## src/rtl/vga_grid_capture.sv

```systemverilog
// Receive side of the 32x32 grid VGA pattern: rebuilds raster position from the
// sync edges and writes the centre sample of every grid cell into a capture RAM.
module vga_grid_capture #(
    parameter int H_TOTAL    = 800,
    parameter int V_TOTAL    = 525,
    parameter int H_SYNC_END = 751,
    parameter int V_SYNC_END = 491,
    parameter int X0         = 80,
    parameter int Y0         = 0,
    parameter int CELL       = 15
) (
    input  logic        clk,
    input  logic        reset,
    input  logic        hsync,
    input  logic        vsync,
    input  logic [14:0] rgb,
    output logic        cap_we,
    output logic [9:0]  cap_addr,
    output logic [14:0] cap_data,
    output logic        locked,
    output logic        frame_done,
    output logic [7:0]  sync_err
);
    localparam int HW   = $clog2(H_TOTAL);
    localparam int VW   = $clog2(V_TOTAL);
    localparam int SW   = $clog2(CELL);
    localparam int GRID = 32 * CELL;

    localparam logic [HW-1:0] H_LAST = HW'(H_TOTAL - 1);
    localparam logic [HW-1:0] H_EDGE = HW'(H_SYNC_END + 1);
    localparam logic [HW-1:0] H_X0   = HW'(X0);
    localparam logic [HW-1:0] H_GRID = HW'(GRID);
    localparam logic [VW-1:0] V_LAST = VW'(V_TOTAL - 1);
    localparam logic [VW-1:0] V_EDGE = VW'(V_SYNC_END + 1);
    localparam logic [VW-1:0] V_Y0   = VW'(Y0);
    localparam logic [VW-1:0] V_GRID = VW'(GRID);
    localparam logic [SW-1:0] S_LAST = SW'(CELL - 1);
    localparam logic [SW-1:0] S_MID  = SW'(CELL / 2);

    typedef enum logic [1:0] {UNLOCKED, HLOCK, LOCKED} state_t;

    state_t          state_q, state_d;
    logic            hs_q, vs_q, hs_p_q, vs_p_q;
    logic [14:0]     rgb_q;
    logic [HW-1:0]   hcnt_q, hcnt_d, h_pred;
    logic [VW-1:0]   vcnt_q, vcnt_d, v_pred;
    logic [SW-1:0]   subx_q, subx_d, suby_q, suby_d;
    logic [4:0]      col_q, col_d, row_q, row_d;
    logic [1:0]      hmatch_q, hmatch_d;
    logic [7:0]      err_q, err_d;
    logic            cap_we_q, cap_we_d, locked_q, locked_d, fdone_q, fdone_d;
    logic [9:0]      cap_addr_q, cap_addr_d;
    logic [14:0]     cap_data_q, cap_data_d;
    logic            hs_rise, vs_rise, line_st, h_bad, v_bad, err_c, in_grid;

    // hcnt_q/vcnt_q hold the position of the previous sample; *_d is the
    // position of the sample currently sitting in the input registers.
    always_comb begin
        hs_rise = hs_q & ~hs_p_q;
        vs_rise = vs_q & ~vs_p_q;
        h_pred  = (hcnt_q == H_LAST) ? '0 : hcnt_q + 1'b1;
        hcnt_d  = hs_rise ? H_EDGE : h_pred;
        line_st = (hcnt_d == '0);
        v_pred  = vcnt_q;
        if (line_st)
            v_pred = (vcnt_q == V_LAST) ? '0 : vcnt_q + 1'b1;
        vcnt_d  = (vs_rise && line_st) ? V_EDGE : v_pred;
        h_bad   = hs_rise && (h_pred != H_EDGE);
        v_bad   = vs_rise && (!line_st || v_pred != V_EDGE);

        state_d  = state_q;
        hmatch_d = hmatch_q;
        err_c    = 1'b0;
        case (state_q)
            UNLOCKED: begin
                if (hs_rise) begin
                    state_d  = HLOCK;
                    hmatch_d = '0;
                end
            end
            HLOCK: begin
                err_c = h_bad;
                if (hs_rise && hmatch_q != 2'd2)
                    hmatch_d = hmatch_q + 1'b1;
                if (vs_rise && line_st && hmatch_q == 2'd2)
                    state_d = LOCKED;
            end
            LOCKED:  err_c = h_bad || v_bad;
            default: state_d = UNLOCKED;
        endcase
        // simultaneous h and v mismatches still count as a single error
        if (err_c)
            state_d = UNLOCKED;
        err_d    = (err_c && err_q != 8'hFF) ? err_q + 1'b1 : err_q;
        locked_d = (state_d == LOCKED);

        subx_d = subx_q + 1'b1;
        col_d  = col_q;
        if (hcnt_d == H_X0) begin
            subx_d = '0;
            col_d  = '0;
        end else if (subx_q == S_LAST) begin
            subx_d = '0;
            col_d  = col_q + 1'b1;
        end

        suby_d = suby_q;
        row_d  = row_q;
        if (line_st) begin
            if (vcnt_d == V_Y0) begin
                suby_d = '0;
                row_d  = '0;
            end else if (suby_q == S_LAST) begin
                suby_d = '0;
                row_d  = row_q + 1'b1;
            end else begin
                suby_d = suby_q + 1'b1;
            end
        end

        // unsigned wrap keeps positions left of/above the grid out of range
        in_grid    = ((hcnt_d - H_X0) < H_GRID) && ((vcnt_d - V_Y0) < V_GRID);
        cap_we_d   = (state_q == LOCKED) && !err_c && in_grid &&
                     (subx_d == S_MID) && (suby_d == S_MID);
        cap_addr_d = cap_we_d ? {row_d, col_d} : cap_addr_q;
        cap_data_d = cap_we_d ? rgb_q : cap_data_q;
        fdone_d    = cap_we_q && (cap_addr_q == 10'h3FF);
    end

    always_ff @(posedge clk or negedge reset) begin
        if (!reset) begin
            hs_q       <= 1'b1;
            vs_q       <= 1'b1;
            hs_p_q     <= 1'b1;
            vs_p_q     <= 1'b1;
            rgb_q      <= '0;
            hcnt_q     <= '0;
            vcnt_q     <= '0;
            subx_q     <= '0;
            suby_q     <= '0;
            col_q      <= '0;
            row_q      <= '0;
            state_q    <= UNLOCKED;
            hmatch_q   <= '0;
            err_q      <= '0;
            locked_q   <= 1'b0;
            cap_we_q   <= 1'b0;
            cap_addr_q <= '0;
            cap_data_q <= '0;
            fdone_q    <= 1'b0;
        end else begin
            hs_q       <= hsync;
            vs_q       <= vsync;
            hs_p_q     <= hs_q;
            vs_p_q     <= vs_q;
            rgb_q      <= rgb;
            hcnt_q     <= hcnt_d;
            vcnt_q     <= vcnt_d;
            subx_q     <= subx_d;
            suby_q     <= suby_d;
            col_q      <= col_d;
            row_q      <= row_d;
            state_q    <= state_d;
            hmatch_q   <= hmatch_d;
            err_q      <= err_d;
            locked_q   <= locked_d;
            cap_we_q   <= cap_we_d;
            cap_addr_q <= cap_addr_d;
            cap_data_q <= cap_data_d;
            fdone_q    <= fdone_d;
        end
    end

    assign cap_we     = cap_we_q;
    assign cap_addr   = cap_addr_q;
    assign cap_data   = cap_data_q;
    assign locked     = locked_q;
    assign frame_done = fdone_q;
    assign sync_err   = err_q;
endmodule
```

## config.mk

```make
export PLATFORM = sky130hd
export DESIGN_NAME = vga_grid_capture
export DESIGN_NICKNAME = d
export VERILOG_FILES = /design/src/rtl/vga_grid_capture.sv
export SDC_FILE = /design/constraint.sdc
export NUM_CORES = 1
export LEC_CHECK = 0
export ABC_AREA = 1
export BUFFER_PORTS_ARGS = -buffer_cell sky130_fd_sc_hd__buf_2
export CAP_MARGIN = 5
export CORE_MARGIN = 2
export CORE_UTILIZATION = 35
export DETAILED_ROUTE_END_ITERATION = 12
export PLACE_DENSITY = 0.54
export RECOVER_POWER = 50
export SETUP_SLACK_MARGIN = 0.5
export SLEW_MARGIN = 25
export SYNTH_ARGS = -nofsm -noshare
export SYNTH_HDL_FRONTEND = slang
export SYNTH_SLANG_ARGS = --single-unit
```

## constraint.sdc

```tcl
create_clock -name clk -period 3.6 [get_ports clk]
set_input_delay 0.36 -clock clk [delete_from_list [all_inputs] [get_ports clk]]
set_output_delay 0.36 -clock clk [all_outputs]
set_load 0.02 [all_outputs]
```

# Word level (Yosys, flattened, before mapping)
# Index checks and enable logic that the tools add are counted.
[totals]
regBits = 97
inputBits = 19
out_inout_bits = 36
wordCells = 96
[op_classes]
n_addsub = 9
n_lt_le_gt_ge = 2
n_eq_ne = 18
muxes = 23
bitwise = 4
n_reduce_logical = 21
[ops]
columns = ["operator", "count"]
rows = [
  ["$mux W10", 5],
  ["$eq A10 B10 Y1 const B", 3],
  ["$mux W5", 5],
  ["$add A10 B1 Y10 const B", 2],
  ["$logic_not A10 Y1", 2],
  ["$lt A10 B9 Y1 const B", 2],
  ["$mux W4", 5],
  ["$logic_and A1 B1 Y1", 12],
  ["$add A5 B1 Y5 const B", 2],
  ["$eq A10 B7 Y1 const B", 1],
  ["$mux W2", 5],
  ["$ne A10 B10 Y1 const B", 1],
  ["$ne A10 B9 Y1 const B", 1],
  ["$sub A10 B7 Y10 const B", 1],
  ["$add A4 B1 Y4 const B", 2],
  ["$add A8 B1 Y8 const B", 1],
  ["$eq A4 B3 Y1 const B", 2],
  ["$eq A4 B4 Y1 const B", 2],
  ["$ne A8 B8 Y1 const B", 1],
  ["$eq A2 B2 Y1 const B", 3],
  ["$ne A2 B2 Y1 const B", 3],
  ["$pmux W2 S3", 1],
  ["$pmux W2 S2", 1],
  ["$reduce_and A3 Y1", 1],
  ["other kinds (9)", 13],
]

# Logic depth before layout (Yosys ltp)
# Gate-level depths: netlist of run 1.
[logic_depth]
word_depth = 15
mapped_depth = 26
ltp_nobuf = 24

# Worst setup path after synthesis of run 1
# No wires, ideal clock.
[synth_timing]
kind = "register -> register"
startpoint = "reg hcnt_q[0]"
endpoint = "reg cap_addr_q[5] (netlist: cap_addr[5])"
setup_time_ns = 0.117
arrival_ns = 2.990
path_slack_ns = 0.493
path_stages_with_launch = 25
path_buffers = 2
path_cell_list = "dfrtp_1 > ha_1 > nand2_2 > nor2_1 > xnor2_1 > inv_1 > nor2_1 > ha_1 > nand2_1 > nor2_4 > nand2_4 > buf_6 > nand2_1 > nand2_1 > inv_2 > nand2_1 > nor2_1 > nand3_1 > nand2_1 > nand2_1 > a21oi_4 > nand2_4 > buf_6 > nand2_1 > nand2_1"
[synth_between]
elab_chain_len = 15
word_cells_on_any_way = 34
[synth_rtl]
columns = ["element", "line", "text"]
rows = [
  ["from (decl)", "45", "logic [HW-1:0] hcnt_q, hcnt_d, h_pred;"],
  ["from (signal assigned)", "157", "hcnt_q <= hcnt_d;"],
  ["$add A10 B1 Y10 / $eq A10 B10 Y1 (equally long branches)", "61", "h_pred = (hcnt_q == H_LAST) ? '0 : hcnt_q + 1'b1;"],
  ["$mux W10 *", "61", ""],
  ["branches (longest 13 deep; another with $sub A10 B7 Y10)", "n/a", ""],
  ["to (signal assigned)", "168", "cap_addr_q <= cap_addr_d;"],
  ["to (decl)", "52", "logic [9:0] cap_addr_q, cap_addr_d;"],
]
# Every way passes the cells marked *.
# A chain may end at the register's enable or synchronous reset.

# Worst setup path in the final report of run 1
[layout_timing]
startpoint = "reg hcnt_q[0]"
endpoint = "reg cap_addr_q[7] (netlist: cap_addr[7])"
[layout_between]
word_cells_on_any_way = 34
[layout_lines]
columns = ["element", "line", "text"]
rows = [
  ["$add A10 B1 Y10 / $eq A10 B10 Y1 (equally long branches)", "61", ""],
  ["$mux W10 *", "61", ""],
  ["$mux W10 *", "62", "hcnt_d = hs_rise ? H_EDGE : h_pred;"],
  ["via hcnt_d[5]", "45", ""],
  ["$logic_not A10 Y1 *", "63", "line_st = (hcnt_d == '0);"],
  ["$mux W10 / $logic_and A1 B1 Y1 (equally long branches)", "65, 67", ""],
  ["$mux W10", "67", "vcnt_d = (vs_rise && line_st) ? V_EDGE : v_pred;"],
  ["$logic_not A10 Y1", "110", "if (vcnt_d == V_Y0) begin"],
  ["$mux W4", "110", ""],
  ["$mux W4 *", "109", "if (line_st) begin"],
  ["via suby_d[3]", "47", "logic [SW-1:0] subx_q, subx_d, suby_q, suby_d;"],
  ["$eq A4 B3 Y1 *", "124", "(subx_d == S_MID) && (suby_d == S_MID);"],
  ["$logic_and A1 B1 Y1 *", "124", ""],
]
# Mark *: on every way through the listed nets, which the timed path passes. The rest lies on a longest branch.

==> results of run 1 <==
synthesized netlist by cell type:
library cell	instances
nand2_4	2
nor2_4	4
o21a_1	1
a21oi_2	1
nand2_2	5
nor2_2	2
or2_2	2
a221oi_1	1
nand3_2	1
or2_1	1
clkbuf_1	1
a21o_1	1
nor4_1	2
xor2_1	14
xnor2_1	3
nand4_2	1
nand2_1	166
inv_1	77
and3_1	1
ha_1	18
buf_4	6
nor2_1	52
a21oi_1	8
nor3_1	7
nand4_1	18
nand3_1	81
buf_1	1
dfstp_2	4
buf_6	3
o211ai_1	2
o21ai_1	2
a21oi_4	1
o22ai_1	1
and2_1	1
dfrtp_1	93
nand3b_1	8
o21ai_0	15
a31o_2	2
inv_2	6
worst max-delay path by stage:
stage | startpoint | endpoint | slack, ns | cells past startpoint
finish | hcnt_q[0] | cap_addr[7] | 0.51 | 23
global route | hcnt_q[0] | cap_addr[9] | 0.32 | 22
CTS | hcnt_q[0] | cap_addr[3] | 0.51 | 24
detailed placement | hcnt_q[0] | cap_addr[1] | -0.15 | 23
global placement | hcnt_q[0] | cap_data[5] | -0.10 | 23
floorplan | hcnt_q[0] | cap_addr[5] | 0.52 | 25
layout by cell type, fill, tap and decap left out, types with 4 or more instances in the layout:
master	Yosys	layout
nor3_1	7	7
xor2_1	14	14
o21ai_0	15	13
inv_1	77	75
ha_1	18	16
nand2_2	5	11
buf_2	0	53
nand2_4	2	6
nand4_1	18	18
nand2_1	166	156
nor2_4	4	10
nor2_1	52	42
nand3b_1	8	8
inv_2	6	6
buf_4	6	34
nor2_2	2	8
buf_12	0	5
dfstp_2	4	4
dfrtp_1	93	91
clkbuf_16	0	13
a21oi_1	8	8
nand3_1	81	62
nand3_2	1	19
report_power, final:
part / switching [mW] / internal, mW
registers: 0.0907 / 1.20
logic: 0.388 / 0.241
clock network: 0.463 / 0.489
total: 0.942 / 1.93
metal layers:
layer,share of wire [%],track usage [%],wire length [microns]
met1,47,22.0,5710
met2,46,24.8,5550
met3,4.5,2.11,545
met4,2.7,6.46,328
met5,0,0,0
cells by family after synthesis:
family / count (synthesis) / synth area share, %
AOI/OAI and AO/OA: 35 / 4.23
xor gates and xnor gates: 17 / 2.96
adders and majority gates: 18 / 4.48
buffers and inverters: 94 / 7.92
DFF: 97 / 48.4
and+or+nand+nor: 354 / 32.0
final cells by class:
class,instances,area (sq um),area share (%)
Multi-Input combinational cell,428,2470,37.8
Sequential cell,97,2430,37.2
Timing Repair Buffer,104,798,12.2
Inverter,83,317,4.84
Clock buffer,9,225,3.44
Tap cell,180,225,3.44
Clock inverter,7,71.3,1.09
metrics by stage:
stage	instance area, sq um	util, %
2_1_floorplan	5030	-
3_3_place_gp	5590	40.1
3_5_place_dp	5590	40.1
4_1_cts	6080	43.7
5_1_grt	6540	47.0
6_report	6540	47.0
what timing repair did:
| item | CTS | global route |
|---|---|---|
| endpoints found under the setup margin | 34 | 36 |
| pin swaps | 5 | 45 |
| hold buffers | 0 | 0 |
| gates resized for setup | 20 | 55 |
| buffers inserted | 9 | 17 |
| gates cloned | 3 | 5 |
state kept, by name, summed over array words and instances (netlist names), 4 cells and up:
name / cells
vcnt_q: 10
row_q: 5
col_q: 5
hcnt_q: 10
cap_addr: 10
cap_data: 15
sync_err: 8
suby_q: 4
rgb_q: 15
subx_q: 4
==> reports/qor.json, run 1 <==
{
  "numPlacedInstances": 858,
  "relSlewSlack_pct": -60.0,
  "worstMarginPinSlew_ns": 2.40,
  "drv_cap": 1,
  "rsz0062_at_grt": "yes",
  "r2r_start": "hcnt_q[0]",
  "ant_nets": 0,
  "ys.warnings.count": 0,
  "cts_tree": "done",
  "area_inside_the_core_boundary_sq_um": 13900,
  "final_min_period_over_clock_period_pct": 85.8,
  "final_cell_count_no_fill": 908,
  "mappedNetlistNets": 652,
  "dpl_worst_slack_ns": -0.154,
  "worst_hold_path_type": "in -> reg",
  "ys_seq_elements": 97,
  "crit_path_top_delay_cell": "dfrtp_1",
  "start_util_pct": 36.1,
  "cellPowerDensity_nw_per_um2": 439,
  "rr_endpoint": "cap_addr[7]",
  "min_delay_path_depth": 1,
  "totalPowerFinal_mw": 2.87,
  "worst_path_dominant_cell_family": "simple AND/OR/NAND/NOR gates",
  "final-max-slew-violation-count": 48,
  "synth.area.top_cells": "dfrtp_1 46%, nand2_1 12%, nand3_1 8.1%, inv_1 5.8%, ha_1 4.5%",
  "dp_hpwl_mm": 8.10,
  "avgViaCountPerCell": 4.85,
  "run_status": "complete, but fails checks",
  "hold_end": "vs_q",
  "antenna_violations_before_repair": 0,
  "startpoint_type": "register",
  "worst_path_buffer_plus_inverter_count": 5,
  "gr-total-overflow": 0,
  "drtIter0Drc": 243,
  "die_height_microns": 124,
  "worstSkewPairLatency_ns": 0.34,
  "violations_in_the_final_reports": "max-capacitance violations, max-slew violations",
  "final_hold_fails": 0,
  "worst_hold_startpoint": "vsync",
  "pin_count_of_the_biggest_net_entering_global_routing": 48,
  "netlist.top_cell.by_area": "dfrtp_1",
  "master_cell_of_the_clock_root_buffer": "clkbuf_16",
  "grt_first_pass_wirelength_mm": 19.1,
  "gp_congestion": 0.901,
  "yosys.area.top_type_share_pct": 46.3,
  "nets": 760,
  "critical_path.cell_chain": "buf_4 > nand3_2 > nor2_4 > nand2_1 > nand3_2 > nand2_2 > inv_2 > ha_4 > nand2_4 > buf_4 > nor2_2 > nand3_1 > nand2_1 > nand3_1 > nor2_2 > nand3_2 > nand2_2 > nand2_4 > buf_12 > nor2_4 > buf_4 > nand3_1 > nand2_1",
  "n_antenna_cell": 0,
  "layout-drive-gt1-share_pct": 27.6,
  "timing.final.setup_violations": 0,
  "portBuffers": 54,
  "timing_worst_setup_path_type": "reg -> reg",
  "achievable-frequency_mhz": 324,
  "netlist_instances": 615,
  "detailed_route_wire_length_mm": 12.1,
  "first_global_vias": 4121,
  "ir_drop_v": 0.000281,
  "total_routing_usage_gr_pct": 15.8,
  "endpoint_kind": "register",
  "detailedRoute.firstPassIterationCount": 5,
  "worst-r2r-cell-count": 23,
  "fin_crit_period_ns": 3.09,
  "routed-via-count": 4400,
  "die-area_sq_um": 15300,
  "final_critical_path_setup_slack_ns": 0.510,
  "clock-sinks": 97,
  "p_leak_nw": 3.52,
  "route.detailed.drc": 0,
  "syn2layout_area_growth_pct": 30.2,
  "cts_buffer_depth": 2,
  "setup_slack_on_the_worst_flop_to_flop_path_ns": 0.51,
  "worstPathMaxFanout": 6,
  "ys_types": 39,
  "whs_ns": 0.114,
  "setup-tns-final_ns": 0,
  "number_of_buffers_created_by_cts": 9,
  "std_cell_rows": 43,
  "dieWidth_microns": 124,
  "synth.cell_area_sq_um": 5030,
  "worst_clock_skew_ns": 0.00647,
  "worst-endpoint-arrival_ns": 3.37,
  "worstPathRequired_ns": 3.88,
  "cts.clk_slew.worst_paths_ns": 0.07,
  "fill_cells": 1291,
  "routed_wire_length_per_instance_microns": 13.4,
  "synth-seq-area-share_pct": 48.4,
  "critical_path.max_stage_delay_ns": 0.35,
  "io_pins": 55,
  "max_h_tree_level": 3,
  "synthesis.area_per_instance_sq_um": 8.17
}
Power figures use the tool's default switching activity.
==> run 2, diff against run 1 <==
- PLACE_DENSITY: 0.54 -> default
==> run 2 against run 1 <==
Net effect:
- the flow still finishes with violations (max-capacitance violations, max-slew violations)
- register-to-register slack better by 0.04 ns
- worst hold slack improved by 0.0096 ns
- power shrank 0.31%
- sequential power about the same
- non-clock buffer count increased by 3
- critical endpoint is now cap_data[12]
==> reports/qor.json, run 2 (synthesis results as in run 1) <==
{
  "run_status": "complete, but fails checks",
  "violations_in_the_final_reports": "max-capacitance violations, max-slew violations",
  "cellPowerDensity_nw_per_um2": 434,
  "grt_first_pass_wirelength_mm": 20.2,
  "achievable-frequency_mhz": 328,
  "dieWidth_microns": 124,
  "routed-via-count": 4513,
  "rr_endpoint": "cap_data[12]",
  "pin_count_of_the_biggest_net_entering_global_routing": 41,
  "n_antenna_cell": 0,
  "layout_common_cells": "146 x nand2_1, 92 x dfrtp_1, 73 x inv_1",
  "worstPathRequired_ns": 3.87,
  "dp_hpwl_mm": 8.27,
  "avgViaCountPerCell": 4.95,
  "die-area_sq_um": 15300,
  "drtIter0Drc": 240,
  "final_min_period_over_clock_period_pct": 84.7,
  "detailed_route_wire_length_mm": 12.6,
  "ir_drop_v": 0.000251,
  "cp-startpoint": "hcnt_q[0]",
  "worst_path_dominant_cell_family": "simple AND/OR/NAND/NOR gates",
  "layout-drive-gt1-share_pct": 29.1,
  "worst-endpoint-arrival_ns": 3.32,
  "master_cell_of_the_clock_root_buffer": "clkbuf_16",
  "worstPathMaxFanout": 8,
  "clock-sinks": 97,
  "nets": 764,
  "gr-usage-met1_pct": 21.7,
  "worst_clock_skew_ns": 0.00521,
  "totalPowerFinal_mw": 2.86,
  "portBuffers": 54,
  "area_inside_the_core_boundary_sq_um": 13900,
  "total_routing_usage_gr_pct": 16.6,
  "cts_buffer_depth": 2,
  "start_util_pct": 36.1,
  "route.detailed.drc": 0,
  "mostFrequentLayoutCell": "nand2_1",
  "critical_path.max_stage_delay_ns": 0.39,
  "final_util_pct": 47.3,
  "final_critical_path_setup_slack_ns": 0.552,
  "max_h_tree_level": 3,
  "critical_path.cell_chain": "ha_2 > nand2_4 > nor2_4 > buf_4 > nand2_1 > nand2_1 > nand3_2 > nand2_2 > nor2_4 > nand2_4 > buf_6 > nand2_2 > nand2_2 > nand2_2 > nand2_2 > nor2_4 > nand3_2 > nand2_2 > nand2_2 > nor2_4 > buf_12 > clkbuf_16 > nand3_1 > nand2_1",
  "cts.clk_slew.worst_paths_ns": 0.07,
  "routed_wire_length_per_instance_microns": 13.8,
  "std_cell_rows": 43,
  "whs_ns": 0.123,
  "startpoint_type": "register",
  "fin_crit_period_ns": 3.05,
  "antenna_violations_before_repair": 0,
  "p_leak_nw": 3.59,
  "setup-tns-final_ns": 0,
  "setup_slack_on_the_worst_flop_to_flop_path_ns": 0.55,
  "io_pins": 55,
  "grt_use_met3_pct": 2.88,
  "first_global_vias": 4372,
  "worst_hold_startpoint": "hsync",
  "detailedRoute.firstPassIterationCount": 5,
  "critical_path.most_common_cell": "nand2_2",
  "min_delay_path_depth": 1,
  "r2r_start": "hcnt_q[0]",
  "gr-total-overflow": 0,
  "worstMarginPinSlew_ns": 2.10,
  "final_hold_fails": 0,
  "dpl_worst_slack_ns": 0.0292,
  "die_height_microns": 124,
  "syn2layout_area_growth_pct": 31.2,
  "worst-r2r-cell-count": 24,
  "gp_congestion": 0.970,
  "timing.final.setup_violations": 0,
  "ant_nets": 0,
  "endpoint_kind": "register",
  "worst_path_buffer_plus_inverter_count": 4,
  "hold_end": "hs_q",
  "cts_tree": "done",
  "timing_worst_setup_path_type": "reg -> reg",
  "worstSkewPairLatency_ns": 0.33,
  "rsz0062_at_grt": "yes",
  "grt_most_used_layer": "met2",
  "globalRouteMet2Util_pct": 28.0,
  "number_of_buffers_created_by_cts": 9,
  "relSlewSlack_pct": -40.2,
  "crit_path_top_delay_cell": "dfrtp_1",
  "final-max-slew-violation-count": 41,
  "worst_hold_path_type": "in -> reg",
  "drv_cap": 1
}
run 2: changes by cell type in the layout (fill, tap and decap cells not counted), moves of 3 or more:
cell / change
nand2_2: +10
buf_6: +5
nand2_1: -10
nand3_1: +8
nor2_1: -3
nand3_2: -8
run 2: how the worst max path moves through the flow:
stage,end,slack (ns),cells after the start
after floorplan,cap_addr[5],0.52,25
after global placement,cap_data[3],0.20,23
after detailed placement,cap_data[13],0.03,23
after CTS,cap_data[12],0.51,24
after global routing,cap_addr[2],0.40,21
final,cap_data[12],0.55,24
run 2: final cells by class:
class                      count  area, sq um
fill                        1293         7340
timing repair inverter         1         7.51
inverter                      83          319
clock inverter                 5         38.8
timing repair buffer         107          815
multi-input combinational    428         2510
clock buffer                  11          243
sequential                    97         2430
tap                          180          225
run 2: worst register-to-register path, cell delays in order, from the launching register on:
cell and delay [ns]:
dfrtp_1 0.39, ha_2 0.21, nand2_4 0.10, nor2_4 0.06, buf_4 0.13, nand2_1 0.07, nand2_1 0.07, nand3_2 0.11
nand2_2 0.09, nor2_4 0.27, nand2_4 0.12, buf_6 0.14, nand2_2 0.05, nand2_2 0.07, nand2_2 0.09, nand2_2 0.07
nor2_4 0.12, nand3_2 0.09, nand2_2 0.07, nand2_2 0.07, nor2_4 0.13, buf_12 0.18, clkbuf_16 0.16, nand3_1 0.06
nand2_1 0.07
run 2: routing by layer:
| layer | wire [microns] | vias to the layer above |
|---|---|---|
| met5 | 0 | - |
| met4 | 206 | 0 |
| met3 | 560 | 17 |
| met2 | 6180 | 128 |
| met1 | 5650 | 2168 |
| li1 | - | 2200 |
run 2: repair_timing:
item	CTS	global route
hold buffers	0	0
endpoints found under the setup margin	44	38
pin swaps	16	40
resized for setup	34	64
cloned	4	4
buffers inserted	25	15
run 2: power breakdown:
group,internal [mW],switching (mW)
clock network,0.491,0.409
registers,1.20,0.0971
logic,0.253,0.411
total,1.94,0.917
run 2: stage by stage:
| stage | area, sq um | std cells |
|---|---|---|
| 2_1_floorplan | 5030 | 615 |
| 3_3_place_gp | 5520 | 848 |
| 3_5_place_dp | 5520 | 848 |
| 4_1_cts | 6170 | 893 |
| 5_1_grt | 6590 | 912 |
| 6_report | 6590 | 912 |
